$ cat config.mk
export PLATFORM = sky130hd
export DESIGN_NAME = sha_block_loader
export DESIGN_NICKNAME = d
export VERILOG_FILES = /design/src/rtl/sha_pkg.sv /design/src/rtl/sha_block_window.sv /design/src/rtl/sha_block_loader.sv
export SDC_FILE = /design/constraint.sdc
export NUM_CORES = 2
export LEC_CHECK = 0
export BUFFER_PORTS_ARGS = -buffer_cell sky130_fd_sc_hd__buf_2
export CAP_MARGIN = 15
export CORE_AREA = 2 2 408 410
export CTS_BUF_LIST = sky130_fd_sc_hd__clkbuf_16
export DETAILED_ROUTE_END_ITERATION = 8
export DIE_AREA = 0 0 410 412
export SYNTH_ARGS = -nofsm -noshare
export SYNTH_HDL_FRONTEND = slang
export SYNTH_HIERARCHICAL = 1
export SYNTH_SLANG_ARGS = --single-unit
$ cat constraint.sdc
create_clock -name clk -period 2.2 [get_ports clk]
set_clock_uncertainty 0.15 [all_clocks]
set_input_delay 0.44 -clock clk [delete_from_list [all_inputs] [get_ports clk]]
set_output_delay 0.44 -clock clk [all_outputs]
set_load 0.005 [all_outputs]
$ cat src/rtl/sha_pkg.sv
`default_nettype none
// +----------------------------------------------------------------------+
// | sha_pkg                                                              |
// | Shared SHA-256 types: hash state, block window, loader FSM states.   |
// | Revision: 1.0                                                        |
// +----------------------------------------------------------------------+
package sha_pkg;

    typedef struct packed {
        logic [31:0] a;
        logic [31:0] b;
        logic [31:0] c;
        logic [31:0] d;
        logic [31:0] e;
        logic [31:0] f;
        logic [31:0] g;
        logic [31:0] h;
    } hash_state_t;

    // Index 0 holds the first word received
    typedef logic [15:0][31:0] block_t;

    localparam hash_state_t SHA256_IV = '{
        a: 32'h6a09e667, b: 32'hbb67ae85, c: 32'h3c6ef372, d: 32'ha54ff53a,
        e: 32'h510e527f, f: 32'h9b05688c, g: 32'h1f83d9ab, h: 32'h5be0cd19
    };

    typedef enum logic [1:0] {
        ST_FILL       = 2'd0,
        ST_WAIT_CHAIN = 2'd1,
        ST_ISSUE      = 2'd2
    } loader_state_t;

endpackage
`default_nettype wire

$ cat src/rtl/sha_block_window.sv
`default_nettype none
// +----------------------------------------------------------------------+
// | sha_block_window                                                     |
// | 16x32 message window, written one word at a time at index idx.       |
// | Revision: 1.0                                                        |
// +----------------------------------------------------------------------+
module sha_block_window
    import sha_pkg::*;
(
    input  logic        clk,
    input  logic        rst,
    input  logic        we,
    input  logic [3:0]  idx,
    input  logic [31:0] data,
    output block_t      window
);

    block_t r_window;

    always_ff @(posedge clk or negedge rst) begin
        if (!rst) begin
            r_window <= '0;
        end else if (we) begin
            r_window[idx] <= data;
        end
    end

    assign window = r_window;

endmodule
`default_nettype wire

$ cat src/rtl/sha_block_loader.sv
`default_nettype none
// +----------------------------------------------------------------------+
// | sha_block_loader                                                     |
// | Assembles 16-word blocks and issues them with IV or chained state.   |
// | Revision: 1.0                                                        |
// +----------------------------------------------------------------------+
module sha_block_loader
    import sha_pkg::*;
(
    input  logic        clk,
    input  logic        rst,
    input  logic [31:0] word_i,
    input  logic        word_valid_i,
    output logic        word_ready_o,
    input  logic        msg_start_i,
    input  hash_state_t chain_i,
    input  logic        chain_valid_i,
    output hash_state_t state_o,
    output block_t      W_o,
    output logic        valid_o,
    output logic        newblock_o
);

    loader_state_t r_state;
    loader_state_t w_state_next;
    logic          w_go_issue;
    logic [3:0]    r_count;
    logic          r_blk_start;
    logic          r_chain_pend;
    hash_state_t   r_chain;
    block_t        w_window;
    block_t        w_window_next;
    logic          w_accept;
    logic          w_last;

    hash_state_t   r_state_out;
    block_t        r_w_out;
    logic          r_valid;
    logic          r_newblock;

    assign word_ready_o = (r_state == ST_FILL);
    assign w_accept     = word_valid_i && word_ready_o;
    assign w_last       = w_accept && (r_count == 4'd15);

    sha_block_window u_window (
        .clk    (clk),
        .rst    (rst),
        .we     (w_accept),
        .idx    (r_count),
        .data   (word_i),
        .window (w_window)
    );

    // Word 15 lands in the window on the same edge the outputs load, so merge it here
    always_comb begin
        w_window_next = w_window;
        if (w_accept) begin
            w_window_next[r_count] = word_i;
        end
    end

    always_comb begin
        w_state_next = r_state;
        w_go_issue   = 1'b0;
        case (r_state)
            ST_FILL: begin
                if (w_last) begin
                    if (r_blk_start || r_chain_pend || chain_valid_i) begin
                        w_state_next = ST_ISSUE;
                        w_go_issue   = 1'b1;
                    end else begin
                        w_state_next = ST_WAIT_CHAIN;
                    end
                end
            end
            ST_WAIT_CHAIN: begin
                if (chain_valid_i || r_chain_pend) begin
                    w_state_next = ST_ISSUE;
                    w_go_issue   = 1'b1;
                end
            end
            ST_ISSUE: begin
                w_state_next = ST_FILL;
            end
            default: begin
                w_state_next = ST_FILL;
            end
        endcase
    end

    always_ff @(posedge clk or negedge rst) begin
        if (!rst) begin
            r_state      <= ST_FILL;
            r_count      <= 4'd0;
            r_blk_start  <= 1'b0;
            r_chain_pend <= 1'b0;
            r_chain      <= '0;
        end else begin
            r_state <= w_state_next;
            if (w_accept) begin
                r_count <= r_count + 4'd1;
            end
            if (w_accept && (r_count == 4'd0)) begin
                r_blk_start <= msg_start_i;
            end
            // A fresh chain pulse outranks consumption by an issuing block
            if (chain_valid_i) begin
                r_chain      <= chain_i;
                r_chain_pend <= 1'b1;
            end else if ((r_state == ST_ISSUE) && !r_blk_start) begin
                r_chain_pend <= 1'b0;
            end
        end
    end

    always_ff @(posedge clk or negedge rst) begin
        if (!rst) begin
            r_state_out <= '0;
            r_w_out     <= '0;
            r_valid     <= 1'b0;
            r_newblock  <= 1'b0;
        end else begin
            r_valid <= w_go_issue;
            if (w_go_issue) begin
                r_w_out    <= w_window_next;
                r_newblock <= r_blk_start;
                if (r_blk_start) begin
                    r_state_out <= SHA256_IV;
                end else if (chain_valid_i) begin
                    r_state_out <= chain_i;
                end else begin
                    r_state_out <= r_chain;
                end
            end
        end
    end

    assign state_o    = r_state_out;
    assign W_o        = r_w_out;
    assign valid_o    = r_valid;
    assign newblock_o = r_newblock;

endmodule
`default_nettype wire
==> impl_metrics.sql <==
INSERT INTO impl_metrics (metric_group, metric, value, unit) VALUES
('outcome', 'outcome', 'complete, no violations', ''),
('setup_path', 'critPathArrivalTime', '2.75', 'ns'),
('synth', 'synthesis.area_per_instance', '13.2', 'um2'),
('layout', 'final_layout_size_suffix_gt1_frac', '0.386', ''),
('synth', 'ys_async_sr_fraction', '1.00', ''),
('synth', 'primary_flip_flop_cell_chosen_by_synthesis_mapping', 'dfrtp_1', ''),
('setup_path', 'timing.rr.start', 'r_state[0]', ''),
('floorplanning', 'floorplan.die.height', '412', 'um'),
('place', 'final_weighted_congestion_of_routability_driven_global_placement', '0.910', ''),
('clock_tree', 'clock_tree.buffer_depth', '3', ''),
('clock_tree', 'clock-sinks', '1546', ''),
('power', 'cellPowerDensity', '1290', 'nW/um2'),
('layout', 'finish.instance_area', '77800', 'um2'),
('global_routing', 'grt_pass1_vias', '42615', ''),
('setup_path', 'worst_setup_path_start_kind', 'register', ''),
('layout', 'number_of_filler_cells_placed_in_the_layout', '14726', ''),
('setup_path', 'cp.buffers_inverters', '4', ''),
('setup_path', 'setup.worst_path.start', 'r_state[0]', ''),
('job', 'max-cap-violations', '0', ''),
('setup_path', 'ff2ff_path_depth', '8', ''),
('drt', 'dr.pass1.iters', '5', ''),
('synth', 'count_of_distinct_cell_types_in_the_synthesized_netlist', '39', ''),
('place', 'placed_area', '69500', 'um2'),
('sta', 'post-route-worst-setup-slack', '0.0338', 'ns'),
('floorplanning', 'floorplan.die_area', '169000', 'um2'),
('synth', 'synth-edff-count', '0', ''),
('synth', 'syn-num-nets', '4821', ''),
('synth', 'post-synth-top-area-cell', 'dfrtp_1', ''),
('hold_path', 'hold_class', 'in2reg', ''),
('sta', 'maxSlewHeadroom', '0.317', ''),
('sta', 'final_setup_violations', '0', ''),
('sta', 'finalCritPeriodShare', '0.985', ''),
('setup_path', 'cp_num_cells', '8', ''),
('drt', 'remaining_drc_errors', '0', ''),
('sta', 'timing_worst_slew_pin_value', '1.02', 'ns'),
('floorplanning', 'chipWidth', '410', 'um'),
('layout', 'area.sequential', '38700', 'um2'),
('setup_path', 'critPathRequiredTime', '2.79', 'ns'),
('sta', 'timing_max_transition_violations_final', '0', ''),
('setup_path', 'critical-path-slowest-cell', 'a211o_4', ''),
('setup_path', 'endpoint', 'W_o[327]', ''),
('sta', 'final.min_clock_period', '2.17', 'ns'),
('power', 'total_leakage_power', '38.4', 'nW'),
('synth', 'synth.top_cells.by_area', 'dfrtp_1 65%, mux2_2 14%, nand2_1 5.1%, mux2i_1 3.8%, nand3_1 2.5%', ''),
('drt', 'wire_per_inst', '25.2', 'um'),
('drt', 'wl', '209000', 'um'),
('sta', 'rsz0062_at_grt', 'yes', ''),
('floorplanning', 'floorplan.initialDensity', '0.362', ''),
('global_routing', 'grt_first_pass_wirelength', '296000', 'um'),
('layout', 'multi_input_area', '19300', 'um2'),
('setup_path', 'critical-path-top-delay-family', 'buffers and inverters', ''),
('global_routing', 'groute.usage.overall', '0.240', ''),
('drt', 'drt.antenna.violating_nets', '0', ''),
('sta', 'timing.fmax', '0.462', 'GHz'),
('drt', 'avgViaCountPerCell', '5.10', ''),
('power', 'vdd_ir_drop_max', '0.870', 'mV'),
('setup_path', 'path_cells', 'buf_4 > nand2b_1 > a211o_4 > inv_12 > buf_16 > buf_12 > nand3_1 > nand2_1', ''),
('clock_tree', 'cts-buffers-inserted', '164', ''),
('clock_tree', 'worst_skew_pair.late_latency', '0.83', 'ns'),
('place', 'numPortBuffers', '1063', ''),
('place', 'dp.final_hpwl', '143000', 'um'),
('synth', 'synthCells', '4524', ''),
('synth', 'synthMostInstantiatedCell', 'dfrtp_1', ''),
('synth', 'yosys.area.top_type_share', '0.650', ''),
('drt', 'vias', '42255', ''),
('floorplanning', 'io-pin-count', '1064', ''),
('setup_path', 'critical-path-max-stage-delay', '0.44', 'ns'),
('synth', 'yosysWarningCount', '6', ''),
('synth', 'syn_area', '59500', 'um2'),
('layout', 'flow.area_growth_from_synthesis', '30.8', '%'),
('global_routing', 'global_route.overflow_total', '0', '');
-- worst min-delay path, cell delays in order --
cell and delay [ns]:
buf_2 0.26, mux2i_1 0.19, o21ai_0 0.08
-- per-layer routing --
layer / vias up / global-route usage / part of all wire
met5: - / 0 / 0
met4: 0 / 0.110 / 0.048
met3: 376 / 0.0481 / 0.058
met2: 1373 / 0.390 / 0.48
met1: 21942 / 0.309 / 0.41
li1: 18564 / - / -
-- cell usage in the layout, fill, tap and decap left out, types with 3 or more instances in the layout --
cell type and count:
mux2_1 10, nand3_1 292, mux2i_2 5, buf_4 124
o22a_1 136, nand2_2 4, buf_12 118, nand3b_1 5
buf_6 14, nor2_1 5, clkinvlp_4 3, clkbuf_16 171
a22o_1 120, nand2_1 800, dfrtp_1 1544, and3_2 3
clkinv_2 18, buf_2 1060, buf_16 7, diode_2 11
inv_1 37, clkinv_1 44, o21ai_0 222, mux2_2 759
inv_6 7, clkinv_16 3, o21ai_1 3, nor2_4 9
nand3_2 6, bufinv_16 9, dlygate4sd3_1 281, inv_16 3
mux2i_1 219
-- power breakdown --
group	total (mW)	switching, mW	internal (mW)
logic	27.5	13.4	14.0
registers	46.5	7.13	39.4
clock network	26.5	11.8	14.7
total	100	32.4	68.1
-- final cells by class --
type | instances | area share
well taps | 2189 | 0.0352
inverters | 5 | 0.000402
diodes | 11 | 0.000354
flip-flops and latches | 1546 | 0.497
clock buffers | 165 | 0.0531
clock inverters | 123 | 0.0119
repair buffers | 1612 | 0.153
multi-input cells | 2631 | 0.249
-- worst min-delay path by stage --
stage	start	cells after the start	slack, ns	end
CTS	word_i[29]	4	0.001	W_o[125]
global placement	rst	1	0.24	state_o[190]
finish	word_i[16]	3	0.06	W_o[368]
global route	word_i[14]	3	0.04	u_window/window[270]
floorplan	rst	0	-0.006	W_o[0]
detailed placement	rst	1	0.25	state_o[234]
-- timing repair --
action,CTS,global route
hold endpoints to repair,1941,0
hold buffers,281,0
resized for setup,6,36
gates cloned,0,7
endpoints found under the setup margin,39,251
pin swaps,1,2
setup buffers,1,5
-- stage by stage --
step,total power [mW],instances,hold slack (ns),TNS (ns),utilization
after floorplan,58.2,4524,-0.00559,0,-
after global placement,72.8,7689,0.244,-3.20,0.423
after detailed placement,73.7,7689,0.247,-3.82,0.423
after CTS,101,8259,0.00100,-0.0453,0.471
after global routing,106,8273,0.0390,-1.15,0.474
final,100,8282,0.0649,0,0.474
-- logic make-up (layout without fill, tap and decap cells) --
logic type,Yosys count,count (layout),share of synthesized area
xor+xnor,3,3,0.000442
compound gates,485,485,0.0572
simple gates,1146,1146,0.0803
mux,993,993,0.183
fa+ha+maj,4,4,0.000841
other cells,0,11,0
buf+inv,347,1905,0.0278
flops,1546,1546,0.650
-- sequential cells by signal (all words and copies together) (netlist names) --
name / flops
r_count: 4
r_blk_start: 1
valid_o: 1
newblock_o: 1
u_window/window: 512
W_o: 512
r_state: 2
state_o: 256
r_chain_pend: 1
r_chain: 256
Note: power is estimated with default switching activity, not from simulation.
